File: src/rtl/vdma_irq_ctrl_nch.sv
// vdma_irq_ctrl_nch: N-source VDMA interrupt aggregator.
// Raw event lines are synchronised and then qualified per source in edge or
// level mode. Each source has a saturating pending counter and a sticky
// overflow flag, and all sources drive one registered processor interrupt.
// Optional coalescing by count threshold or timeout is built only when the
// macro VDMA_IRQ_COALESCE_EN is defined. Without it, coal_thresh_i and
// coal_timeout_i are ignored.
module vdma_irq_ctrl_nch #(
  parameter int unsigned NUM_SRC     = 8,
  parameter int unsigned CNT_W       = 5,
  parameter int unsigned SYNC_STAGES = 2,
  parameter int unsigned COAL_W      = 16
) (
  input  logic                     sys_clk_i,
  input  logic                     rstn_i,
  input  logic [NUM_SRC-1:0]       event_i,
  input  logic                     vdma_ip_en_i,
  input  logic                     global_interrupt_en_i,
  input  logic [NUM_SRC-1:0]       interrupt_en_i,
  input  logic [NUM_SRC-1:0]       level_mode_i,
  input  logic [NUM_SRC-1:0]       interrupt_clear_i,
  input  logic [NUM_SRC-1:0]       overflow_clear_i,
  input  logic [CNT_W-1:0]         coal_thresh_i,
  input  logic [COAL_W-1:0]        coal_timeout_i,
  output logic [NUM_SRC-1:0]       status_reg_o,
  output logic [NUM_SRC*CNT_W-1:0] pending_cnt_o,
  output logic                     interrupt_o,
  output logic [NUM_SRC-1:0]       interrupt_overflow_o
);

  localparam logic [CNT_W-1:0] CNT_MAX = '1;
  localparam logic [CNT_W-1:0] CNT_ONE = CNT_W'(1);

  logic [NUM_SRC-1:0] sync_q [SYNC_STAGES];
  logic [NUM_SRC-1:0] hist_q;
  logic [NUM_SRC-1:0] qual_q;
  logic [NUM_SRC-1:0] s_w;
  logic [NUM_SRC-1:0] gate_w;
  logic [NUM_SRC-1:0] q_w;
  logic               ip_gate;

  logic [CNT_W-1:0]   cnt_q [NUM_SRC];
  logic [CNT_W-1:0]   cnt_d [NUM_SRC];
  logic [NUM_SRC-1:0] status_q;
  logic [NUM_SRC-1:0] status_d;
  logic [NUM_SRC-1:0] ovf_q;
  logic [NUM_SRC-1:0] ovf_set;
  logic               irq_q;
  logic               irq_d;

  assign ip_gate = vdma_ip_en_i & global_interrupt_en_i;
  assign gate_w  = interrupt_en_i & {NUM_SRC{ip_gate}};
  assign s_w     = sync_q[SYNC_STAGES-1];

  // Synchroniser chain, history flop and registered raw qualification.
  // The qualification register adds the cycle that places status at
  // k+SYNC_STAGES+1. The level-mode "count is zero" term is applied after this
  // register so that a held line re-arms on the cycle right after the last clear.
  always_ff @(posedge sys_clk_i) begin
    if (!rstn_i) begin
      for (int unsigned k = 0; k < SYNC_STAGES; k++) begin
        sync_q[k] <= '0;
      end
      hist_q <= '0;
      qual_q <= '0;
    end else begin
      sync_q[0] <= event_i;
      for (int unsigned k = 1; k < SYNC_STAGES; k++) begin
        sync_q[k] <= sync_q[k-1];
      end
      hist_q <= s_w;
      qual_q <= gate_w & ((level_mode_i & s_w) | (~level_mode_i & s_w & ~hist_q));
    end
  end

  // Per-source pending counter next state and overflow detection.
  always_comb begin
    cnt_d    = cnt_q;
    q_w      = '0;
    ovf_set  = '0;
    status_d = '0;
    for (int unsigned i = 0; i < NUM_SRC; i++) begin
      q_w[i] = qual_q[i] & gate_w[i] & (~level_mode_i[i] | (cnt_q[i] == '0));
      case ({q_w[i], interrupt_clear_i[i]})
        2'b10: begin
          if (cnt_q[i] == CNT_MAX) begin
            ovf_set[i] = 1'b1;
          end else begin
            cnt_d[i] = cnt_q[i] + CNT_ONE;
          end
        end
        2'b01: begin
          if (cnt_q[i] != '0) begin
            cnt_d[i] = cnt_q[i] - CNT_ONE;
          end
        end
        2'b11: begin
          if (cnt_q[i] == '0) begin
            cnt_d[i] = CNT_ONE;
          end
        end
        default: begin
        end
      endcase
      status_d[i] = (cnt_d[i] != '0);
    end
  end

`ifdef VDMA_IRQ_COALESCE_EN
  logic [COAL_W-1:0] timer_q;
  logic [COAL_W-1:0] timer_d;
  logic              any_pend;
  logic              any_thr;

  // Coalescing decision. The timer runs only while something is pending and
  // the interrupt is low. Comparing against the next timer value makes the
  // interrupt rise on the edge where the timer reaches the timeout.
  always_comb begin
    any_pend = |(status_q & gate_w);
    any_thr  = 1'b0;
    for (int unsigned i = 0; i < NUM_SRC; i++) begin
      if (status_q[i] && interrupt_en_i[i] && (cnt_q[i] >= coal_thresh_i)) begin
        any_thr = 1'b1;
      end
    end
    timer_d = '0;
    irq_d   = 1'b0;
    if (any_pend) begin
      timer_d = timer_q;
      if (!irq_q && (timer_q != coal_timeout_i)) begin
        timer_d = timer_q + COAL_W'(1);
      end
      irq_d = irq_q | any_thr | (timer_d == coal_timeout_i) | (coal_thresh_i <= CNT_ONE);
    end
  end

  // Coalescing timer register.
  always_ff @(posedge sys_clk_i) begin
    if (!rstn_i) begin
      timer_q <= '0;
    end else begin
      timer_q <= timer_d;
    end
  end
`else
  logic unused_coal;
  assign unused_coal = ^{coal_thresh_i, coal_timeout_i};

  // Interrupt request: any enabled pending source with both global gates open.
  always_comb begin
    irq_d = |(status_q & interrupt_en_i) & ip_gate;
  end
`endif

  // Counter, status, sticky overflow and interrupt registers. A set and a clear
  // of the overflow flag on the same edge resolve to set.
  always_ff @(posedge sys_clk_i) begin
    if (!rstn_i) begin
      for (int unsigned i = 0; i < NUM_SRC; i++) begin
        cnt_q[i] <= '0;
      end
      status_q <= '0;
      ovf_q    <= '0;
      irq_q    <= 1'b0;
    end else begin
      cnt_q    <= cnt_d;
      status_q <= status_d;
      ovf_q    <= ovf_set | (ovf_q & ~overflow_clear_i);
      irq_q    <= irq_d;
    end
  end

  // Pack the per-source counters onto the flat output bus.
  always_comb begin
    pending_cnt_o = '0;
    for (int unsigned i = 0; i < NUM_SRC; i++) begin
      pending_cnt_o[i*CNT_W +: CNT_W] = cnt_q[i];
    end
  end

  assign status_reg_o         = status_q;
  assign interrupt_o          = irq_q;
  assign interrupt_overflow_o = ovf_q;

endmodule

File: config.mk
export PLATFORM = sky130hd
export DESIGN_NAME = vdma_irq_ctrl_nch
export DESIGN_NICKNAME = d
export VERILOG_FILES = /design/src/rtl/vdma_irq_ctrl_nch.sv
export SDC_FILE = /design/constraint.sdc
export NUM_CORES = 1
export LEC_CHECK = 0
export CORE_ASPECT_RATIO = 2
export CORE_MARGIN = 1
export CORE_UTILIZATION = 55
export CTS_CLUSTER_SIZE = 8
export DETAILED_ROUTE_END_ITERATION = 8
export HOLD_SLACK_MARGIN = 0.08
export PLACE_DENSITY = 0.95
export SYNTH_ARGS = -nofsm -noshare
export SYNTH_HDL_FRONTEND = slang
export SYNTH_SLANG_ARGS = --single-unit
File: constraint.sdc
create_clock -name sys_clk_i -period 3.9 [get_ports sys_clk_i]
set_clock_uncertainty 0.15 [all_clocks]
set_input_delay 0.78 -clock sys_clk_i [delete_from_list [all_inputs] [get_ports sys_clk_i]]
set_output_delay 0.78 -clock sys_clk_i [all_outputs]
set_load 0.02 [all_outputs]
# Word-level counts from Yosys, hierarchy flattened
# Memories as Yosys holds them, arrays and structs flattened.
# Index checks and enable logic that the tools add are counted.
# classes
reduce_logical,25
n_addsub,16
mux,52
bitwise_logic,48
n_eq_ne,32
# ops
op,count
5-bit two-way mux,24
5-bit case mux with 3 select lines,8
5-bit nonzero test,16
8-bit bitwise AND,7
5-bit by 1-bit adder with 5-bit output (second input constant),8
5-bit equality test (second input constant),8
5-bit logical NOT,8
5-bit by 1-bit subtractor with 5-bit output (second input constant),8
2-bit equality test (second input constant),16
8-bit inverter,3
1-bit bitwise AND,18
1-bit two-way mux,18
2-bit by 1-bit equality test with 1-bit output (second input constant),8
8-bit two-way mux,2
8-bit OR,2
1-bit OR,10
1-bit inverter,8
8-bit OR reduction,1
# totals
n_memories,1
mem_bits_rw,16
inputBits,65
register_bits,73
# mem_list
name,depth,word_bits,read_ports,rd_ports_with_merged_regs,wr,line,text
sync_q,2,8,2,0,2,34,logic [NUM_SRC-1:0] sync_q [SYNC_STAGES];

# Depth between registers and ports, before layout
# logic_depth
ltp_word,7
depth_mapped,9
depth_no_buf,9

# Worst setup path after synthesis
# OpenSTA, ideal clock, no wires.
# synth_timing
path_type,input to register
startpoint,input vdma_ip_en_i
endpoint,register status_q[2] (netlist: status_reg_o[2])
arrival_time_ns,2.248
setup_time_ns,0.138
t_required_ns,3.612
n_path_buf,1
slack_ns,1.363
path_stages,6
path_cell_list,buf_2 > nand4_1 > a221oi_1 > mux2_2 > a21oi_1 > a41oi_1
# synth_via
elab_chain_cells,7
# synth_rtl
element,line,text
"start, declared",17,"input logic vdma_ip_en_i,"
1-bit bitwise AND (*),51,assign ip_gate = vdma_ip_en_i & global_interrupt_en_i;
8-bit bitwise AND (*),52,assign gate_w = interrupt_en_i & {NUM_SRC{ip_gate}};
1-bit bitwise AND (*) (2 in series),83,q_w[i] = qual_q[i] & gate_w[i] & (~level_mode_i[i] | (cnt_q[i] == '0));
2-bit equality test / 2-bit by 1-bit equality test with 1-bit output (equally long branches),84,"case ({q_w[i], interrupt_clear_i[i]})"
5-bit case mux with 3 select lines (*),84,
5-bit nonzero test (*),105,status_d[i] = (cnt_d[i] != '0);
"end signal, assigned",167,status_q <= status_d;
"end, declared",44,logic [NUM_SRC-1:0] status_q;
# Every way passes the cells marked *; elsewhere a longest branch is shown, timed or not.
# A chain may end at the register's enable or synchronous reset.

# Final worst setup path
# layout_timing
startpoint,input global_interrupt_en_i
endpoint,register status_q[7] (netlist: status_reg_o[7])
# layout_via
elab_chain_cells,7
# layout_rtl
element,line,text
"start, declared",18,"input logic global_interrupt_en_i,"
1-bit bitwise AND (*),51,
8-bit bitwise AND (*),52,
1-bit bitwise AND (*) (2 in series),83,
2-bit equality test / 2-bit by 1-bit equality test with 1-bit output (equally long branches),84,
5-bit case mux with 3 select lines (*),84,
5-bit nonzero test (*),105,
# Marks and branches as above.

==> metrics.log <==
INFO  metric synth-edff-count = 0
INFO  metric cts.repair.resized = 0
INFO  metric total_of_max_cap_violations = 0
INFO  metric ant_nets = 0
INFO  metric initial_core_util = roughly 56%
INFO  metric layoutNonFillerInstCount = 849
INFO  metric maxClockFrequency = approximately 0.29 GHz
INFO  metric path_buf_inv = 1
INFO  metric worstPathCellList = clkdlybuf4s50_1 -> nand4_1 -> o21ai_0 -> a221o_1 -> nand3_1 -> o41a_1
INFO  metric dp.final_hpwl = 11400 µm
INFO  metric grt_overflow_total = 0
INFO  metric post-route-worst-setup-slack = around 0.45 ns
INFO  metric pre_cts_slack = about 0.29 ns
INFO  metric min_period_over_period = 88.5%
INFO  metric critical_path.endpoint_type = flop
INFO  metric worstHoldEndpoint = qual_q[5]
INFO  metric cts_hold_repair.buffers = 0
INFO  metric finalWeightedCongestion = 0.909
INFO  metric irDropWorstVdd = ~440 µV
INFO  metric cts.htree.levels = 3
INFO  metric setup_tns = 0 ns
INFO  metric crit_required = 3.97 ns
INFO  metric number_of_buffers_created_by_cts = 9
INFO  metric first_global_vias = 5415
INFO  metric finalHoldViolCount = 0
INFO  metric synth-warning-count = 0
INFO  metric finalNetCount = 801
INFO  metric ff2ff_setup_slack = 1.01 ns
INFO  metric setup_viol_count_final = 0
INFO  metric maximum_net_fanout_on_the_critical_path = 14
INFO  metric worstHoldPathCells = 1
INFO  metric io-pin-count = about 120
INFO  metric postSynthRegisterBits = 89
INFO  metric via_count = 5438
INFO  metric worst-slew-pin-transition = around 0.62 ns
INFO  metric dieArea = 10400 µm²
INFO  metric final.min_clock_period = ~3.5 ns
INFO  metric grt_antenna_before_repair = 0
INFO  metric postSynthNetCount = 723
INFO  metric p_leak = 2.61 nW
INFO  metric global_route_wire_length_before_repair = 24900 µm
INFO  metric critical_path.max_stage_delay = between 0.8 and 0.9 ns
INFO  metric cellPowerDensity = 611 nW/µm²
INFO  metric synth_cells = 634
INFO  metric cts_post_setup_buffers_inserted = 0
INFO  metric core_area = around 9700 µm²
INFO  metric cts_root_buf = clkbuf_16
INFO  metric critical_path.startpoint_type = input port
INFO  metric mappedNetlistArea = 5470 µm²
INFO  metric clock_sinks = 89
INFO  metric drc = 0
INFO  metric max-slew-margin-rel = 57.4%
INFO  metric critical_path.reg2reg.startpoint = pending_cnt_o[15]
INFO  metric layout_commonest_cell = clkdlybuf4s50_1
INFO  metric status = finished, final reports clean
INFO  metric ys_dominant_reg_cell = dfxtp_1
INFO  metric holdCritPathClass = flop to flop
INFO  metric timing.hold.worst.start = hist_q[5]
INFO  metric viasPerCell = 6.41
INFO  metric worst_r2r_endpoint = status_reg_o[3]
INFO  metric die_height = 143 µm
INFO  metric io_buffer_count = 100
INFO  metric ys_async_sr_fraction = 0%
INFO  metric synth_cell_types = ~80
INFO  metric ratio_of_cells_with_drive_above_1_in_the_final_layout = 6.56%
INFO  metric number_of_cell_rows = a little over 50
INFO  metric grt_util_all_layers = 30.6%
INFO  metric drt-pass1-iter-count = 6
INFO  metric critical_path.slowest_cell = clkdlybuf4s50_1
INFO  metric totalWireLength = 15400 µm
INFO  metric commonest_cells_after_routing_fill_and_taps_aside = 100 x clkdlybuf4s50_1, 89 x dfxtp_1, 51 x nor2_1
INFO  metric cts_tree = yes
INFO  metric cts-root-to-sink-buffers = 2
INFO  metric die_width = approximately 73 µm
INFO  metric slew_violations = 0
INFO  metric cts.reportedPaths.clkPinSlew = ~0.06 ns
INFO  metric r2r.worst_path.cells = 7
INFO  metric placedCellCount = 833
INFO  metric crit_arrival = 3.52 ns
INFO  metric insertedDiodeCount = 0
INFO  metric critPathTopFamily = compound AO/OA/AOI/OAI gates
INFO  metric post_synthesis_to_final_layout_area_growth = 24.3%
INFO  metric clk_latency = ~0.34 ns
INFO  metric criticalPathCategory = input port to flop
INFO  metric grt_max_degree = 26
INFO  metric wirelength_per_cell = 18.1 µm
INFO  metric number_of_drc_markers_in_iteration_0 = ~550
INFO  metric ys_seq_area_share = 32.6%
INFO  metric avgSynthCellArea = roughly 8.6 µm²
INFO  metric worst_hold_slack = 0.267 ns
INFO  metric setup_repair_after_global_routing_missed_its_margin = false
INFO  metric fillCellCount = between 700 and 800
## synth_stat cells (all sizes together), types with 4 or more instances
master	number	area [µm²]
a211oi	17	148
nor2	51	191
mux2	6	67.6
nand3	15	75.1
a21boi	4	30.0
dfxtp	89	1780
inv	52	195
and2	31	194
a21oi	23	138
a32oi	8	70.1
or4b	4	43.8
or3	4	25.0
xnor2	8	70.1
a2111oi	6	53.8
o211ai	11	82.6
a221oi	9	96.4
buf	14	91.3
a21o	4	30.0
o31ai	5	42.5
nand2	31	116
mux2i	24	240
nand2b	9	56.3
o2111ai	7	61.3
o21ai	20	100
a211o	4	35.0
ha	24	300
and3	7	43.8
clkbuf	26	97.6
nor2b	7	43.8
o21a	4	30.0
and4	7	61.3
nand4	9	62.6
and4b	6	60.1
nor3	13	65.1
a41oi	10	87.6
nor4b	6	82.6
## per-stage QoR
stage	power [mW]	utilization [%]	cell area (µm²)
floorplan	2.63	-	5470
global placement	3.12	67.0	6500
detailed placement	3.27	67.0	6500
CTS	4.14	70.1	6800
global route	4.43	70.1	6800
finish	4.16	70.1	6800
## flip-flops by register name, indices dropped and copies added, names as in the netlist
name                  cells
interrupt_o               1
qual_q                    8
status_reg_o              8
pending_cnt_o            40
interrupt_overflow_o      8
hist_q                    8
sync_q                   16
## logic make-up after synthesis
| family | synth area share [%] |
|---|---|
| simple gates | 22.4 |
| compound gates | 25.5 |
| buf+inv | 7.09 |
| flops | 32.6 |
| mux | 5.63 |
| fa+ha+maj | 5.49 |
| xor+xnor | 1.28 |
## routing by layer
metal / share of wire, % / GRT usage (%) / vias up / wire [µm]
li1: - / - / 2531 / -
met5: 0 / 0 / - / 0
met2: 56 / 57.7 / 248 / 8640
met1: 35 / 29.1 / 2590 / 5320
met3: 5.0 / 5.79 / 69 / 766
met4: 4.1 / 19.5 / 0 / 629
## layout make-up
cell class	count	area [µm²]	share of cell area (%)
clock buffers	11	243	3.57
clock inverters	5	55.1	0.810
repair buffers	107	1050	15.5
inverters	53	199	2.93
well taps	132	165	2.43
flip-flops and latches	89	1780	26.2
multi-input cells	452	3300	48.6
## report_power, final
part | total, mW | switching [mW] | internal (mW)
logic | 2.00 | 1.08 | 0.919
clock network | 0.859 | 0.347 | 0.512
registers | 1.30 | 0.242 | 1.06
## worst max-delay path by stage
stage | from | to | slack [ns] | cells past startpoint
4_1_cts | vdma_ip_en_i | status_reg_o[7] | 0.54 | 6
5_1_grt | global_interrupt_en_i | status_reg_o[7] | 0.28 | 6
3_5_place_dp | vdma_ip_en_i | status_reg_o[3] | 0.29 | 6
6_report | global_interrupt_en_i | status_reg_o[7] | 0.45 | 6
2_1_floorplan | vdma_ip_en_i | status_reg_o[2] | 1.36 | 6
3_3_place_gp | vdma_ip_en_i | status_reg_o[7] | 0.45 | 6
Note: power is estimated with default switching activity, not from simulation.
